### src/rtl/fetch_stage_if.sv
// fetch_stage_if: signal bundle between the fetch stage and its neighbours.
//   Redirects   : flush, flush_addr (pipeline), jump_pred_IF, jump_addr_IF (decode)
//   Decode side : valid_out / ready_in handshake with PC_IF, IR_IF,
//                 exc_pend_IF, exc_cause_IF
//   Memory side : imem_valid_out / imem_ready_in request with imem_addr,
//                 imem_valid_in response with imem_rdata, imem_err
// master = fetch stage, slave = decode/memory environment.
interface fetch_stage_if;
  logic        flush;
  logic [31:0] flush_addr;
  logic        jump_pred_IF;
  logic [31:0] jump_addr_IF;

  logic        valid_out;
  logic        ready_in;
  logic [31:0] PC_IF;
  logic [31:0] IR_IF;
  logic        exc_pend_IF;
  logic [31:0] exc_cause_IF;

  logic        imem_valid_out;
  logic        imem_ready_in;
  logic [31:0] imem_addr;
  logic        imem_valid_in;
  logic [31:0] imem_rdata;
  logic        imem_err;

  modport master (
    input  flush, flush_addr, jump_pred_IF, jump_addr_IF, ready_in,
           imem_ready_in, imem_valid_in, imem_rdata, imem_err,
    output valid_out, PC_IF, IR_IF, exc_pend_IF, exc_cause_IF,
           imem_valid_out, imem_addr
  );

  modport slave (
    output flush, flush_addr, jump_pred_IF, jump_addr_IF, ready_in,
           imem_ready_in, imem_valid_in, imem_rdata, imem_err,
    input  valid_out, PC_IF, IR_IF, exc_pend_IF, exc_cause_IF,
           imem_valid_out, imem_addr
  );
endinterface

### src/rtl/fetch_stage.sv
// fetch_stage: instruction fetch stage feeding decode.
//   Holds the PC, issues one-word requests to instruction memory (at most one
//   outstanding), buffers returned words in a 2-entry queue and presents the
//   head to decode. Redirects on flush (highest priority) or on a predicted
//   jump reported by decode when it accepts the head entry.
// Ports:
//   clk   : clock
//   reset : asynchronous, active-high reset
//   bus   : fetch_stage_if.master (redirect inputs, decode and memory handshakes)
module fetch_stage #(
  parameter logic [31:0] RESET_ADDR         = 32'h0000_0000,
  parameter logic [31:0] CAUSE_MISALIGNED   = 32'd0,
  parameter logic [31:0] CAUSE_ACCESS_FAULT = 32'd1
) (
  input  logic          clk,
  input  logic          reset,
  fetch_stage_if.master bus
);

  typedef enum logic {ST_RUN, ST_HALT} state_t;

  state_t      r_state;
  state_t      w_state_next;

  logic [31:0] r_pc;
  logic        r_out;        // one request accepted, response pending
  logic        r_drop;       // next response must be discarded
  logic [31:0] r_ret_addr;   // address of the outstanding request
  logic        r_req_busy;   // request asserted but not yet accepted
  logic [31:0] r_req_addr;
  logic        r_req_stale;  // held request was redirected away from

  logic [31:0] r_q_pc    [2];
  logic [31:0] r_q_ir    [2];
  logic        r_q_exc   [2];
  logic [31:0] r_q_cause [2];
  logic        r_head;
  logic [1:0]  r_count;

  logic        w_head_valid;
  logic        w_valid_out;
  logic        w_pop;
  logic        w_jump;
  logic        w_kill;
  logic        w_resp;
  logic        w_resp_take;
  logic        w_resp_fault;
  logic [2:0]  w_level;
  logic        w_slot_free;
  logic        w_can_issue;
  logic        w_synth;
  logic        w_new_req;
  logic        w_imem_valid;
  logic [31:0] w_imem_addr;
  logic        w_accept;
  logic        w_acc_stale;
  logic        w_push;
  logic        w_wr_idx;

  always_ff @(posedge clk or posedge reset) begin
    if (reset) r_state <= ST_RUN;
    else       r_state <= w_state_next;
  end

  always_comb begin
    w_state_next  = r_state;
    w_head_valid  = (r_count != 2'd0);
    w_valid_out   = w_head_valid && !bus.flush;
    w_pop         = w_valid_out && bus.ready_in;
    w_jump        = w_pop && bus.jump_pred_IF;
    w_kill        = bus.flush || w_jump;
    w_resp        = bus.imem_valid_in && r_out;
    // A response arriving with a redirect belongs to the abandoned path.
    w_resp_take   = w_resp && !r_drop && !w_kill;
    w_resp_fault  = w_resp_take && bus.imem_err;
    // Queue occupancy after this cycle's pop/push; one more slot must remain
    // free so the new request (or synthesized entry) always has a home.
    w_level       = {1'b0, r_count} + {2'b0, w_resp_take} - {2'b0, w_pop};
    w_slot_free   = (w_level <= 3'd1);
    w_can_issue   = !reset && (r_state == ST_RUN) && !w_kill && !r_req_busy &&
                    (!r_out || w_resp) && (!r_drop || w_resp) &&
                    !w_resp_fault && w_slot_free;
    w_synth       = w_can_issue && (r_pc[1:0] != 2'b00) && !w_resp_take;
    w_new_req     = w_can_issue && (r_pc[1:0] == 2'b00);
    w_imem_valid  = r_req_busy || w_new_req;
    w_imem_addr   = '0;
    if (r_req_busy)     w_imem_addr = r_req_addr;
    else if (w_new_req) w_imem_addr = r_pc;
    w_accept      = w_imem_valid && bus.imem_ready_in;
    w_acc_stale   = r_req_busy && r_req_stale;
    w_push        = w_resp_take || w_synth;
    w_wr_idx      = r_head ^ r_count[0];

    if (bus.flush)                     w_state_next = ST_RUN;
    else if (w_resp_fault || w_synth)  w_state_next = ST_HALT;

    bus.valid_out      = w_valid_out;
    bus.imem_valid_out = w_imem_valid;
    bus.imem_addr      = w_imem_addr;
    bus.PC_IF          = '0;
    bus.IR_IF          = '0;
    bus.exc_pend_IF    = 1'b0;
    bus.exc_cause_IF   = '0;
    if (w_head_valid) begin
      bus.PC_IF        = r_q_pc[r_head];
      bus.IR_IF        = r_q_ir[r_head];
      bus.exc_pend_IF  = r_q_exc[r_head];
      bus.exc_cause_IF = r_q_cause[r_head];
    end
  end

  always_ff @(posedge clk or posedge reset) begin
    if (reset) begin
      r_pc        <= RESET_ADDR;
      r_out       <= 1'b0;
      r_drop      <= 1'b0;
      r_ret_addr  <= '0;
      r_req_busy  <= 1'b0;
      r_req_addr  <= '0;
      r_req_stale <= 1'b0;
      r_head      <= 1'b0;
      r_count     <= '0;
      for (int unsigned i = 0; i < 2; i++) begin
        r_q_pc[i]    <= '0;
        r_q_ir[i]    <= '0;
        r_q_exc[i]   <= 1'b0;
        r_q_cause[i] <= '0;
      end
    end else begin
      // A stale request keeps the PC at its redirect target when accepted.
      if (bus.flush)                    r_pc <= bus.flush_addr;
      else if (w_jump)                  r_pc <= bus.jump_addr_IF;
      else if (w_accept && !w_acc_stale) r_pc <= r_pc + 32'd4;

      if (w_accept)    r_out <= 1'b1;
      else if (w_resp) r_out <= 1'b0;

      if (w_accept) r_ret_addr <= w_imem_addr;

      // Drop is armed for a request that is in flight across a redirect;
      // a response completing in the redirect cycle is consumed right there.
      r_drop <= (w_accept && (w_kill || w_acc_stale)) ||
                (r_drop && !w_resp) ||
                (w_kill && r_out && !w_resp);

      r_req_busy  <= w_imem_valid && !bus.imem_ready_in;
      r_req_stale <= w_imem_valid && !bus.imem_ready_in && (w_acc_stale || w_kill);
      if (w_new_req) r_req_addr <= r_pc;

      if (w_kill) begin
        r_count <= '0;
      end else begin
        if (w_pop) r_head <= ~r_head;
        r_count <= r_count + {1'b0, w_push} - {1'b0, w_pop};
        if (w_resp_take) begin
          r_q_pc[w_wr_idx]    <= r_ret_addr;
          r_q_ir[w_wr_idx]    <= bus.imem_err ? 32'd0 : bus.imem_rdata;
          r_q_exc[w_wr_idx]   <= bus.imem_err;
          r_q_cause[w_wr_idx] <= bus.imem_err ? CAUSE_ACCESS_FAULT : 32'd0;
        end else if (w_synth) begin
          r_q_pc[w_wr_idx]    <= r_pc;
          r_q_ir[w_wr_idx]    <= '0;
          r_q_exc[w_wr_idx]   <= 1'b1;
          r_q_cause[w_wr_idx] <= CAUSE_MISALIGNED;
        end
      end
    end
  end

endmodule

### src/flat_wrapper.sv
// flat-port wrapper written by rule: the top's interface ports become plain ports
module fetch_stage_flat 
#(
  parameter logic [31:0] RESET_ADDR         = 32'h0000_0000,
  parameter logic [31:0] CAUSE_MISALIGNED   = 32'd0,
  parameter logic [31:0] CAUSE_ACCESS_FAULT = 32'd1
)
  (clk, reset, bus_flush, bus_flush_addr, bus_jump_pred_IF, bus_jump_addr_IF, bus_ready_in, bus_imem_ready_in, bus_imem_valid_in, bus_imem_rdata, bus_imem_err, bus_valid_out, bus_PC_IF, bus_IR_IF, bus_exc_pend_IF, bus_exc_cause_IF, bus_imem_valid_out, bus_imem_addr);
  fetch_stage_if bus_i ();
  input  logic clk;
  input  logic reset;
  input wire logic [$bits(bus_i.flush)-1:0] bus_flush;
  input wire logic [$bits(bus_i.flush_addr)-1:0] bus_flush_addr;
  input wire logic [$bits(bus_i.jump_pred_IF)-1:0] bus_jump_pred_IF;
  input wire logic [$bits(bus_i.jump_addr_IF)-1:0] bus_jump_addr_IF;
  input wire logic [$bits(bus_i.ready_in)-1:0] bus_ready_in;
  input wire logic [$bits(bus_i.imem_ready_in)-1:0] bus_imem_ready_in;
  input wire logic [$bits(bus_i.imem_valid_in)-1:0] bus_imem_valid_in;
  input wire logic [$bits(bus_i.imem_rdata)-1:0] bus_imem_rdata;
  input wire logic [$bits(bus_i.imem_err)-1:0] bus_imem_err;
  output wire logic [$bits(bus_i.valid_out)-1:0] bus_valid_out;
  output wire logic [$bits(bus_i.PC_IF)-1:0] bus_PC_IF;
  output wire logic [$bits(bus_i.IR_IF)-1:0] bus_IR_IF;
  output wire logic [$bits(bus_i.exc_pend_IF)-1:0] bus_exc_pend_IF;
  output wire logic [$bits(bus_i.exc_cause_IF)-1:0] bus_exc_cause_IF;
  output wire logic [$bits(bus_i.imem_valid_out)-1:0] bus_imem_valid_out;
  output wire logic [$bits(bus_i.imem_addr)-1:0] bus_imem_addr;
  assign bus_i.flush = bus_flush;
  assign bus_i.flush_addr = bus_flush_addr;
  assign bus_i.jump_pred_IF = bus_jump_pred_IF;
  assign bus_i.jump_addr_IF = bus_jump_addr_IF;
  assign bus_i.ready_in = bus_ready_in;
  assign bus_i.imem_ready_in = bus_imem_ready_in;
  assign bus_i.imem_valid_in = bus_imem_valid_in;
  assign bus_i.imem_rdata = bus_imem_rdata;
  assign bus_i.imem_err = bus_imem_err;
  assign bus_valid_out = bus_i.valid_out;
  assign bus_PC_IF = bus_i.PC_IF;
  assign bus_IR_IF = bus_i.IR_IF;
  assign bus_exc_pend_IF = bus_i.exc_pend_IF;
  assign bus_exc_cause_IF = bus_i.exc_cause_IF;
  assign bus_imem_valid_out = bus_i.imem_valid_out;
  assign bus_imem_addr = bus_i.imem_addr;
  fetch_stage #(.RESET_ADDR(RESET_ADDR), .CAUSE_MISALIGNED(CAUSE_MISALIGNED), .CAUSE_ACCESS_FAULT(CAUSE_ACCESS_FAULT)) u_core (.clk(clk), .reset(reset), .bus(bus_i));
endmodule
### config.mk
export PLATFORM = sky130hd
export DESIGN_NAME = fetch_stage_flat
export DESIGN_NICKNAME = d
export VERILOG_FILES = /design/src/rtl/fetch_stage_if.sv /design/src/rtl/fetch_stage.sv /design/src/flat_wrapper.sv
export SDC_FILE = /design/constraint.sdc
export NUM_CORES = 1
export LEC_CHECK = 0
export BUFFER_PORTS_ARGS = -buffer_cell sky130_fd_sc_hd__buf_4
export CORE_AREA = 2 2 222 224
export CTS_CLUSTER_DIAMETER = 200
export DETAILED_ROUTE_END_ITERATION = 7
export DIE_AREA = 0 0 224 226
export PLACE_DENSITY_LB_ADDON = 0.08
export SETUP_SLACK_MARGIN = 0.3
export SLEW_MARGIN = 10
export SYNTH_ARGS = -nofsm -noshare
export SYNTH_HDL_FRONTEND = slang
export SYNTH_SLANG_ARGS = --single-unit
### constraint.sdc
create_clock -name clk -period 12.7 [get_ports clk]
set_clock_uncertainty 0.15 [all_clocks]
set_input_delay 3.175 -clock clk [delete_from_list [all_inputs] [get_ports clk]]
set_output_delay 3.175 -clock clk [all_outputs]
set_load 0.02 [all_outputs]
==> reports/metrics.yaml <==
hold_path:
  whs_endpoint: "u_core.r_q_cause[35]"
  min_from: "u_core.r_q_cause[35]"
  hold_class: "flip-flop to flip-flop"
  whs_path_depth: 1
critical_path:
  worst-path-max-fanout: 43
  crit_top_cell: "buf_4"
  critical_path_arrival_ps: 6330
  startpoint_type: "input port"
  critical-path-top-delay-family: "adder cells"
  reg2reg_depth: 12
  slowest_delay_ps: 510
  rr_startpoint: "u_core.r_count[0]"
  worstPathCellList: "buf_4, o21ai_0, nor2_1, ha_1, inv_1, ha_1, fa_1, nor4_1, nand4_2, nor3_4, buf_4, a22o_1, buf_4"
  r2r_slack_ps: 7870
  endpoint_kind: "output port"
  path_class: "input port to output port"
  critical_path_buf_inv_count: 4
  crit_required_ps: 9380
  r2r-end: "u_core.r_q_pc[32]"
  crit_slowest_cell: "buf_4"
timing:
  clock.fmax_mhz: 104
  fin_crit_sh_pct: 76.0
  tightest_slew_ps: 1100
  finalSetupTns_ps: 0
  slew_headroom_pct: 26.3
  setup_violations: 0
  hold_violations: 0
  rsz0062_at_grt: "no"
  min_period_ps: 9660
  drv_slew: 0
clock_tree:
  cts_tree: "yes"
  ctsResizeCount: 0
  root_buffer: "clkbuf_16"
  cts_sinks: 298
  post_cts_buffers: 0
  cts_hold_buf: 0
  clk_pin_slew_worst_paths_ps: 50
  clockBufferDepth: 3
  htreeDepth: 2
  clk_latency_ps: 550
  cts_buffers: 38
detailed_routing:
  drt_first_pass_iters: 5
  via_per_inst: 5.11
  drt_iter0_drc: 750
  ant_nets: 0
  wl_um: 45400
  wl_per_cell_um: 21.6
  vias: 10700
  route.detailed.drc: 0
global_routing:
  grt_overflow: 0
  antenna_found_initial: 0
  grt_use_total_pct: 18.0
  grt_max_degree: 97
  grt_pass1_wl_um: 70000
  grt_pass1_vias: 11400
die:
  initial_core_util_pct: 29.7
  coreArea_um2: 48300
  die_y_um: 226
  pin_count: 235
  die_area_um2: 50600
  fp.dieW_um: 224
  num_rows: 81
layout:
  area_growth_pct: 25.1
  stdcell_area_um2: 17900
  drive_gt1_share_pct: 30.7
  nets: 1558
  antenna_cells: 0
  n_fill_cell: 4828
pwr:
  combPwrFrac_pct: 8.0
  seq_power_share_pct: 44.2
  p_switching_mw: 0.566
  ir_worst_vdd_v: 0.0000684
  sw_frac_of_total_pct: 24.6
  power_density_nw_per_um2: 128
  internal-power_mw: 1.73
  power_leakage_nw: 8.38
  clkPwrFrac_pct: 47.9
placed_design:
  postPlaceCellArea_um2: 16700
  io_buffer_count: 234
  place.gp.congestion: 0.786
  hpwl_um: 28400
yosys:
  synthesis.nets: 1369
  async_reset_ff_share_pct: 100
  synth_cell_types: 62
  synth_ff_type: "dfrtp_1"
  netlist_instances: 1259
  synth_edf_count: 0
  seq_area_frac_synth_pct: 52.0
  avgSynthCellArea_um2: 11.4
  synth-seq-cells: 298
  yosysWarningCount: 0
  syn_area_um2: 14300
run_status:
  status: "finished, final reports clean"
job:
  maxCapViolCount: 0
## cells in the mapped netlist (3+ instances only)
cell type	instances	area [µm²]
o22ai_1	5	31.3
nor3_1	15	75.1
nand4_1	13	81.3
o21a_1	4	30.0
a21oi_1	14	70.1
nand2_1	32	120
ha_1	5	62.6
inv_1	20	75.1
nand2b_1	4	25.0
and2_1	70	438
a2bb2oi_1	6	52.6
mux2i_1	101	1010
a211o_1	3	26.3
and4_1	3	26.3
a22oi_1	17	128
nand3_1	20	100
nor2_1	126	473
nor2b_1	36	225
xor2_1	4	35.0
and3_1	7	43.8
mux2_2	128	1440
clkbuf_1	62	233
o21ai_0	15	75.1
a31oi_1	10	62.6
xnor2_1	9	78.8
o22a_1	6	52.6
a211oi_1	7	52.6
o211ai_1	4	30.0
buf_2	33	165
a22o_1	126	1100
o211a_1	3	30.0
o31a_1	3	26.3
a32o_1	3	30.0
dfrtp_1	298	7460
buf_1	11	41.3
## cells in the final DEF (no fill, tap or decap), types with 6 or more instances in the layout
cell type	netlist	final
a22oi_1	17	17
a31oi_1	10	10
a22o_1	126	126
a21oi_1	14	13
nor2b_1	36	36
and2_1	70	70
clkbuf_16	0	41
mux2_2	128	128
dfrtp_1	298	297
mux2i_1	101	101
inv_1	20	19
nor3_1	15	12
and3_1	7	7
a2bb2oi_1	6	6
xnor2_1	9	9
nand4_1	13	13
nand2_1	32	32
buf_4	0	255
nand3_1	20	17
o22a_1	6	6
clkbuf_1	62	17
a211oi_1	7	7
nor2_1	126	124
o21ai_0	15	14
## worst reg2reg max path, delay by kind of cell (launching register included)
kind,cells,cell delay [ps]
buf+inv,2,640
simple gates,4,1180
flops,1,500
fa+ha+maj,3,960
compound gates,2,830
mux,1,450
## final cells by class
type | instances | area [µm²] | area share (%)
tap | 622 | 778 | 4.34
multi-input combinational | 835 | 6440 | 35.9
clock inverter | 6 | 105 | 0.586
timing repair buffer | 255 | 1910 | 10.7
inverter | 20 | 82.6 | 0.460
clock buffer | 63 | 1160 | 6.46
sequential | 298 | 7460 | 41.6
## through the flow
stage / worst slack (ps) / utilization [%] / instances / hold WS, ps / total power [mW]
after detailed placement: 3060 / 34.5 / 2030 / 320 / 1.22
final: 3040 / 37.1 / 2099 / 329 / 2.30
after global placement: 3080 / 34.5 / 2030 / 318 / 1.22
after global routing: 2800 / 37.1 / 2099 / 341 / 2.40
after CTS: 3050 / 37.1 / 2099 / 336 / 2.35
after floorplan: 1140 / - / 1259 / 300 / 1.14
## per-layer routing
layer	up-vias	track usage (%)	part of all wire, %
met5	-	0	0
met4	0	4.17	1.6
met3	51	4.51	6.0
met2	264	29.3	47
met1	5469	24.2	45
li1	4932	-	-
## power groups by stage
stage               Clock [mW]  Combinational, mW  Sequential, mW
CTS                       1.14              0.187            1.02
global route              1.18              0.202            1.02
finish                    1.10              0.183            1.02
detailed placement           0              0.186            1.03
global placement             0              0.187            1.04
floorplan                    0              0.142           0.994
## how the worst max path moves through the flow
stage | start | endpoint | slack (ps) | depth (start not counted)
finish | bus_ready_in | bus_imem_addr[28] | 3040 | 13
detailed placement | bus_ready_in | bus_imem_addr[28] | 3060 | 13
floorplan | reset | u_core.r_count[0] | 1140 | 1
global placement | bus_ready_in | bus_imem_addr[27] | 3080 | 13
CTS | bus_ready_in | bus_imem_addr[19] | 3050 | 13
global route | bus_ready_in | bus_imem_addr[19] | 2800 | 13
## state kept, by name, indices dropped and copies added, names as in the netlist
register	cells
u_core.r_q_pc	64
u_core.r_q_ir	64
u_core.r_count	2
u_core.r_req_busy	1
u_core.r_q_exc	2
u_core.r_ret_addr	32
u_core.r_out	1
u_core.r_q_cause	64
u_core.r_drop	1
u_core.r_state	1
u_core.r_req_stale	1
u_core.r_head	1
u_core.r_req_addr	32
u_core.r_pc	32
## kinds of logic (layout without fill, tap and decap cells)
group / after synthesis / in the layout / synth area share (%)
adders and majority gates: 6 / 6 / 0.576
buffers and inverters: 126 / 344 / 3.59
xor gates and xnor gates: 13 / 13 / 0.794
AOI/OAI and AO/OA: 250 / 250 / 14.0
and+or+nand+nor: 337 / 337 / 11.9
muxes: 229 / 229 / 17.1
DFF: 298 / 298 / 52.0
No activity file was read; power rests on OpenSTA's default activity.
